**src/rtl/rr_arbiter4.sv**
```systemverilog
// rr_arbiter4: four-requester round-robin arbiter with registered one-hot grant, index and hold-limit preemption
module rr_arbiter4 #(
    parameter int unsigned MAX_HOLD = 8
) (
    input  logic       clk,
    input  logic       rst,
    input  logic [3:0] req,
    output logic [3:0] gnt,
    output logic [1:0] gnt_id,
    output logic       gnt_valid
);
    typedef enum logic {IDLE, GRANT} state_t;
    localparam bit PRE_EN = MAX_HOLD != 0;
    localparam logic [7:0] LIM = PRE_EN ? 8'(MAX_HOLD - 1) : 8'd0;
    state_t state, state_n;
    logic [1:0] ptr, ptr_n, owner, owner_n, win, win_rr, win_pre, c1, c2, c3, id_n;
    logic [7:0] hold_cnt, hold_n;
    logic [3:0] gnt_n;
    logic       valid_n, take, others;
    assign c1 = ptr + 2'd1;
    assign c2 = ptr + 2'd2;
    assign c3 = ptr + 2'd3;
    assign win_rr  = req[c1] ? c1 : req[c2] ? c2 : req[c3] ? c3 : ptr;
    // preemption never reconsiders the owner, which always equals ptr while granting
    assign win_pre = req[c1] ? c1 : req[c2] ? c2 : c3;
    assign others  = |(req & ~(4'b0001 << owner));
    always_comb begin
        state_n = state;
        ptr_n   = ptr;
        owner_n = owner;
        hold_n  = hold_cnt;
        gnt_n   = gnt;
        id_n    = gnt_id;
        valid_n = gnt_valid;
        take    = 1'b0;
        win     = win_rr;
        if (state == IDLE) begin
            take = |req;
        end else if (!req[owner]) begin
            take = |req;
            if (!(|req)) begin
                state_n = IDLE;
                gnt_n   = 4'b0000;
                id_n    = 2'd0;
                valid_n = 1'b0;
            end
        end else if (!PRE_EN || hold_cnt < LIM) begin
            hold_n = hold_cnt + 8'd1;
        end else if (others) begin
            take = 1'b1;
            win  = win_pre;
        end
        if (take) begin
            state_n = GRANT;
            owner_n = win;
            ptr_n   = win;
            hold_n  = 8'd0;
            gnt_n   = 4'b0001 << win;
            id_n    = win;
            valid_n = 1'b1;
        end
    end
    always_ff @(posedge clk) begin
        if (rst) begin
            state     <= IDLE;
            ptr       <= 2'd3;
            owner     <= 2'd0;
            hold_cnt  <= 8'd0;
            gnt       <= 4'b0000;
            gnt_id    <= 2'd0;
            gnt_valid <= 1'b0;
        end else begin
            state     <= state_n;
            ptr       <= ptr_n;
            owner     <= owner_n;
            hold_cnt  <= hold_n;
            gnt       <= gnt_n;
            gnt_id    <= id_n;
            gnt_valid <= valid_n;
        end
    end
endmodule
```
**config.mk**
```make
export PLATFORM = sky130hd
export DESIGN_NAME = rr_arbiter4
export DESIGN_NICKNAME = d
export VERILOG_FILES = /design/src/rtl/rr_arbiter4.sv
export SDC_FILE = /design/constraint.sdc
export NUM_CORES = 1
export LEC_CHECK = 0
export BUFFER_PORTS_ARGS = -buffer_cell sky130_fd_sc_hd__buf_2
export CAP_MARGIN = 20
export CORE_MARGIN = 2
export CORE_UTILIZATION = 53
export DETAILED_ROUTE_END_ITERATION = 8
export MAX_ROUTING_LAYER = met4
export PLACE_DENSITY = 0.84
export SYNTH_ARGS = -nofsm -noshare
export SYNTH_HDL_FRONTEND = slang
export SYNTH_SLANG_ARGS = --single-unit
```
**constraint.sdc**
```tcl
create_clock -name clk -period 2.9 [get_ports clk]
set_input_delay 0 -clock clk [delete_from_list [all_inputs] [get_ports clk]]
set_output_delay 0 -clock clk [all_outputs]
set_load 0.05 [all_outputs]
```
==> reports/qor.yml, run 1 <==
run_status:
  status: "completed"
clock_tree:
  clockBufferDepth: 2
  cts_tree: "yes"
  h-tree-depth: 1
  ctsHoldBuffers: 1
  cts_buffers: 3
  cts_setup_buffers: 0
  cts.sinks: 20
  root_buffer: "clkbuf_4"
  cts_resized: 0
  clk_latency_ps: 300
  cts.clk_slew.worst_paths_ps: 110
placement:
  dpl_cell_area_um2: 962.2
  dp_hpwl_mm: 1.341
  io_buffer_count: 12
  routabilityCongestion: 0.8975
  dpl_worst_slack_ps: 600.4
layout:
  mostFrequentLayoutCells: "dfxtp_1, buf_2, nor2_1, o21ai_0, a21oi_1"
  syn2layout_area_growth_pct: 14.71
  stdcell_area_um2: 1025
  layout_commonest_cell: "dfxtp_1"
  fill_cells: 129
  drive_above_1_share_pct: 23.36
  utilization_pct: 66.48
  num_antenna_cells: 0
  nets: 115
logic_synthesis:
  syn-cell-area_um2: 893.4
  seq_area_frac_synth_pct: 44.82
  syn_inst: 93
  ys.flop_type: "dfxtp_1"
  synth_area_leader_cell: "dfxtp_1"
  ys_ff_latch: 20
  synthTopCellsByArea: "dfxtp_1, a21oi_1, a22o_1"
  async_flop_share_pct: 0
  synth.distinct_cells: 39
  synth_area_per_cell_um2: 9.606
  yosysTopAreaCellShare_pct: 44.82
  synth_nets: 100
  yosysWarnings: 0
  synth_edf_count: 0
floorplan:
  die_h_um: 45.06
  die-area_um2: 2030
  fp.dieW_um: 45.06
  fp.coreArea_um2: 1541
  ios: 13
  start_util_pct: 57.95
  num_rows: 14
setup_path:
  worst_setup_path_end_kind: "flip-flop"
  cp_top_family: "compound AO/OA/AOI/OAI gates"
  cp.arrival_ps: 2570
  rr_startpoint: "owner[1]"
  crit_chain: "mux4_2 > o211ai_2 > or4_1 > a222oi_1 > a32o_1"
  cp_max_fo: 5
  r2r_end: "gnt[1]"
  r2r_slack_ps: 580
  cp_slowest_cell: "a222oi_1"
  critPathMaxStageDelay_ps: 720
  critPathLaunchType: "flip-flop"
  worstPathRequired_ps: 3150
  critPathKind: "reg -> reg"
  rr_worst_depth: 5
  path_buf_inv: 0
timing:
  skew_ps: 6.589
  drv_slew: 0
  holdWs_ps: 173.5
  fin_crit_ps: 2324
  finalSetupTns_ps: 0
  final.period_utilization_pct: 80.15
  hold_viol: 0
  final-setup-viol-count: 0
  setup_ws_ps: 575.5
  tightest_slew_ps: 758.2
  max_freq_mhz: 430.2
  max-slew-margin-rel_pct: 49.45
  rsz0062_at_grt: "false"
global_route:
  grt_pass1_wl_mm: 3.456
  grt_overflow: 0
  track_usage_pct: 24.23
  grt_pass1_vias: 766
  antenna_found_initial: 0
  grt_max_degree: 13
min_path:
  hp-start: "req[0]"
  hold_depth: 3
  hold-path-endpoint: "ptr[0]"
  hold_class: "in -> reg"
route:
  via_count: 791
  routed_wirelength_mm: 1.890
  ant_nets: 0
  drt_iter0_drc: 40
  wire_per_inst_um: 15.37
  post_drt_via_cell_ratio: 6.431
  dr.pass1.iters: 4
  drc: 0
power_and_ir_drop:
  power_per_cell_area_nw_per_um2: 696.1
  leakage_nw: 0.4318
  vdd_ir_drop_max_mv: 0.5456
flow_run:
  maxCapViolCount: 0
==> cell usage after synthesis, types with 2 or more instances <==
library cell and instances:
nand2b_1 2, clkbuf_1 2, a21oi_1 7, o21ai_0 7, nand3_1 2, and2_1 4
nor3_1 3, dfxtp_1 20, nor4_1 2, nor2_1 7, a222oi_1 2, inv_1 4
a22o_1 4, a32o_1 2
==> power by group <==
part	internal (mW)	switching [mW]	total (mW)	leakage, nW
Sequential	0.298	0.0220	0.320	0.164
Combinational	0.0589	0.109	0.168	0.240
Clock	0.140	0.0857	0.225	0.0279
Total	0.496	0.217	0.713	0.432
==> logic make-up after synthesis <==
kind of cell / after synthesis / share of synthesized area [%]
buffers and inverters: 7 / 2.941
AO/OA/AOI/OAI: 33 / 27.31
flip-flops: 20 / 44.82
multiplexers: 3 / 4.902
adder cells (fa/ha/maj): 1 / 1.400
AND/OR/NAND/NOR: 28 / 17.65
XOR/XNOR: 1 / 0.9806
==> stage by stage <==
stage                     std cells  power, mW
after CTS                       123     0.7141
after detailed placement        118     0.4904
final                           123     0.7134
after global placement          118     0.4866
after floorplan                  93     0.4511
after global routing            123     0.7433
==> registers in the layout, summed over array words and instances (netlist names) <==
register	flops
owner	2
ptr	2
hold_cnt	8
state	1
gnt	4
gnt_valid	1
gnt_id	2
==> worst reg2reg max path, cell delays in order (launching register included) <==
cell and delay, ps:
dfxtp_1 370, mux4_2 410, o211ai_2 100, or4_1 410, a222oi_1 720, a32o_1 260
==> worst max-delay path by stage <==
stage	from	endpoint	slack [ps]	cells past startpoint
6_report	owner[1]	gnt[1]	580	5
5_1_grt	hold_cnt[0]	owner[0]	410	6
4_1_cts	owner[1]	gnt[1]	580	5
3_5_place_dp	owner[1]	gnt[3]	600	5
3_3_place_gp	owner[1]	gnt[3]	610	5
2_1_floorplan	owner[1]	gnt[1]	890	5
==> layer usage <==
layer / GRT usage, % / share of wire, %
met5: - / 0
met4: 7.059 / 1.3
met3: 6.000 / 4.6
met2: 37.14 / 49
met1: 31.73 / 45
==> cell type report <==
type,count,area [um2],area share (%)
Inverter,4,15.01,1.465
Clock inverter,1,30.03,2.930
Sequential cell,20,400.4,39.07
Tap cell,16,20.02,1.954
Multi-Input combinational cell,66,466.7,45.54
Timing Repair Buffer,13,70.07,6.838
Clock buffer,3,22.52,2.198
Note: power is estimated with default switching activity, not from simulation.
==> run 2: changes to the inputs <==
CORE_ASPECT_RATIO = 0.7   (was unset)
CORE_UTILIZATION = 48   (was 53)
PLACE_DENSITY = 0.81   (was 0.84)
clock period = 1.9 ns   (was 2.9 ns; I/O delays follow)
==> reports/qor.yml, run 2 (synthesized netlist as in run 1, its figures left out) <==
route:
  wl_met1_um: 981  # +16%
  routed_wirelength_mm: 2.133  # +13%
  wire_per_inst_um: 14.51  # -5.6%
  ant_nets: 0  # unchanged
  drt_iter0_drc: 39  # -2.5%
  post_drt_via_cell_ratio: 5.973  # -7.1%
  dr.pass1.iters: 4  # unchanged
  highest_layer: "met4"
  drc: 0  # unchanged
  met3WireLength_um: 200  # +130%
  wl_met2_um: 925  # -0.54%
  via_count: 878  # +11%
timing:
  max_freq_mhz: 470.1  # +9.3%
  final-setup-viol-count: 7  # +7
  setup_ws_ps: -227.2  # -802.7 ps
  rsz0062_at_grt: "true"
  final.period_utilization_pct: 112.0  # +32 points
  hold_viol: 0  # unchanged
  drv_slew: 0  # unchanged
  max-slew-margin-rel_pct: 57.97  # +8.5 points
  tightest_slew_ps: 625.7  # -132.5 ps
  skew_ps: 14.60  # +8.015 ps
  fin_crit_ps: 2127  # -197.3 ps
placement:
  routabilityCongestion: 0.8833  # -1.6%
  dpl_cell_area_um2: 1106  # +15%
  io_buffer_count: 12  # unchanged
  dp_hpwl_mm: 1.535  # +14%
  dpl_worst_slack_ps: -220.3  # -820.7 ps
clock_tree:
  clockBufferDepth: 2  # unchanged
  clk_latency_ps: 300  # about the same
  root_buffer: "clkbuf_4"
  cts_buffers: 3  # unchanged
  cts.sinks: 20  # unchanged
  cts.clk_slew.worst_paths_ps: 110  # about the same
  cts_tree: "yes"
  h-tree-depth: 1  # unchanged
power_and_ir_drop:
  vdd_ir_drop_max_mv: 0.5884  # +7.8%
  power_per_cell_area_nw_per_um2: 850.1  # +22%
  leakage_nw: 0.5243  # +21%
layout:
  drive_above_1_share_pct: 44.00  # +21 points
  layout_commonest_cell: "buf_4"
  regMostFlops: "hold_cnt"
  num_antenna_cells: 0  # unchanged
  mostFrequentLayoutCells: "buf_4, dfxtp_1, buf_2"
  stdcell_area_um2: 1220  # +19%
  reg_top3: "hold_cnt (8), gnt (4)"
  nets: 134  # +17%
  largest_reg_flops: 8  # unchanged
  syn2layout_area_growth_pct: 36.55
setup_path:
  r2r_slack_ps: -230  # -800 ps
  rr_worst_depth: 6  # +1
  cp_max_fo: 5  # unchanged
  worstPathRequired_ps: 2140  # -1010 ps
  cp_slowest_cell: "a222oi_1"
  path_buf_inv: 1  # +1
  crit_chain: "mux4_2 > o211ai_2 > or4_1 > a222oi_1 > buf_4 > a32o_1"
  critPathMaxStageDelay_ps: 440  # -280 ps
  r2r_end: "gnt[3]"
  critPathLaunchType: "flip-flop"
  cp_top_family: "compound AO/OA/AOI/OAI gates"
  critPathKind: "reg -> reg"
  rr_startpoint: "owner[1]"
  worst_setup_path_end_kind: "flip-flop"
  cp.arrival_ps: 2370  # -200 ps
floorplan:
  fp.dieW_um: 55.57  # +23%
  die_h_um: 40.10  # -11%
  ios: 13  # unchanged
  fp.coreArea_um2: 1805  # +17%
  num_rows: 13  # -1
  start_util_pct: 49.48  # -8.5 points
  die-area_um2: 2228  # +9.8%
global_route:
  track_usage_pct: 21.31  # -2.9 points
  grt_pass1_wl_mm: 3.436  # -0.58%
  antenna_found_initial: 0  # unchanged
  grt_max_degree: 11  # -2
  grt_overflow: 0  # unchanged
  grt_pass1_vias: 798  # +4.2%
min_path:
  hp-start: "req[0]"
  hold_class: "in -> reg"
  hold_depth: 3  # unchanged
  hold-path-endpoint: "ptr[0]"
run_status:
  violations: "negative setup slack"
  status: "finished with violations"
flow_run:
  maxCapViolCount: 0  # unchanged
## run 2: metal layers
metal / track usage, % / vias to the layer above
met5: - / -
li1: - / 424
met1: 24.90 / 409
met4: 9.146 / 0
met3: 9.677 / 4
met2: 32.44 / 41
## run 2: worst max path at each step
stage | start | endpoint | slack, ps | cells past startpoint
after floorplan | owner[1] | gnt[3] | -80 | 5
after CTS | owner[1] | gnt[3] | -190 | 6
final | owner[1] | gnt[3] | -230 | 6
after detailed placement | hold_cnt[0] | gnt[1] | -220 | 8
after global placement | hold_cnt[0] | gnt[1] | -140 | 8
after global routing | owner[1] | gnt[1] | -310 | 6
## run 2: final cells by class
cell class | instances | area (um2)
clock buffers | 3 | 22.52
fillers | 125 | 585.6
inverters | 4 | 15.01
multi-input cells | 66 | 530.5
flip-flops and latches | 20 | 407.9
well taps | 22 | 27.53
repair buffers | 32 | 216.5
## run 2: report_power, final
| part | internal [mW] | switching (mW) | leakage (nW) |
|---|---|---|---|
| registers | 0.456 | 0.0257 | 0.166 |
| clock network | 0.0740 | 0.120 | 0.0138 |
| logic | 0.157 | 0.205 | 0.345 |
| total | 0.687 | 0.350 | 0.524 |
## run 2: stage by stage
step,instances,power (mW),hold WS [ps],TNS [ps],utilization [%]
6_report,147,1.037,212.6,-1247,67.57
2_1_floorplan,93,0.6895,276.8,-289.6,-
5_1_grt,147,1.094,233.5,-2568,67.57
4_1_cts,147,1.014,174.2,-904.7,65.00
3_3_place_gp,142,0.7995,270.3,-606.8,61.26
3_5_place_dp,142,0.8059,273.6,-950.9,61.26
## run 2: repair_timing
action                                  in CTS  in global routing
hold buffers                                 1                  0
gates resized for setup                      8                  9
setup buffers                                2                  0
pin swaps                                    7                  5
gates cloned                                 0                  0
hold endpoints to repair                     3                  0
endpoints found under the setup margin       9                 19
## run 2: tightest hold or removal path, stage by stage
cell	delay [ps]
buf_2	160
or2_2	190
a221o_1	140
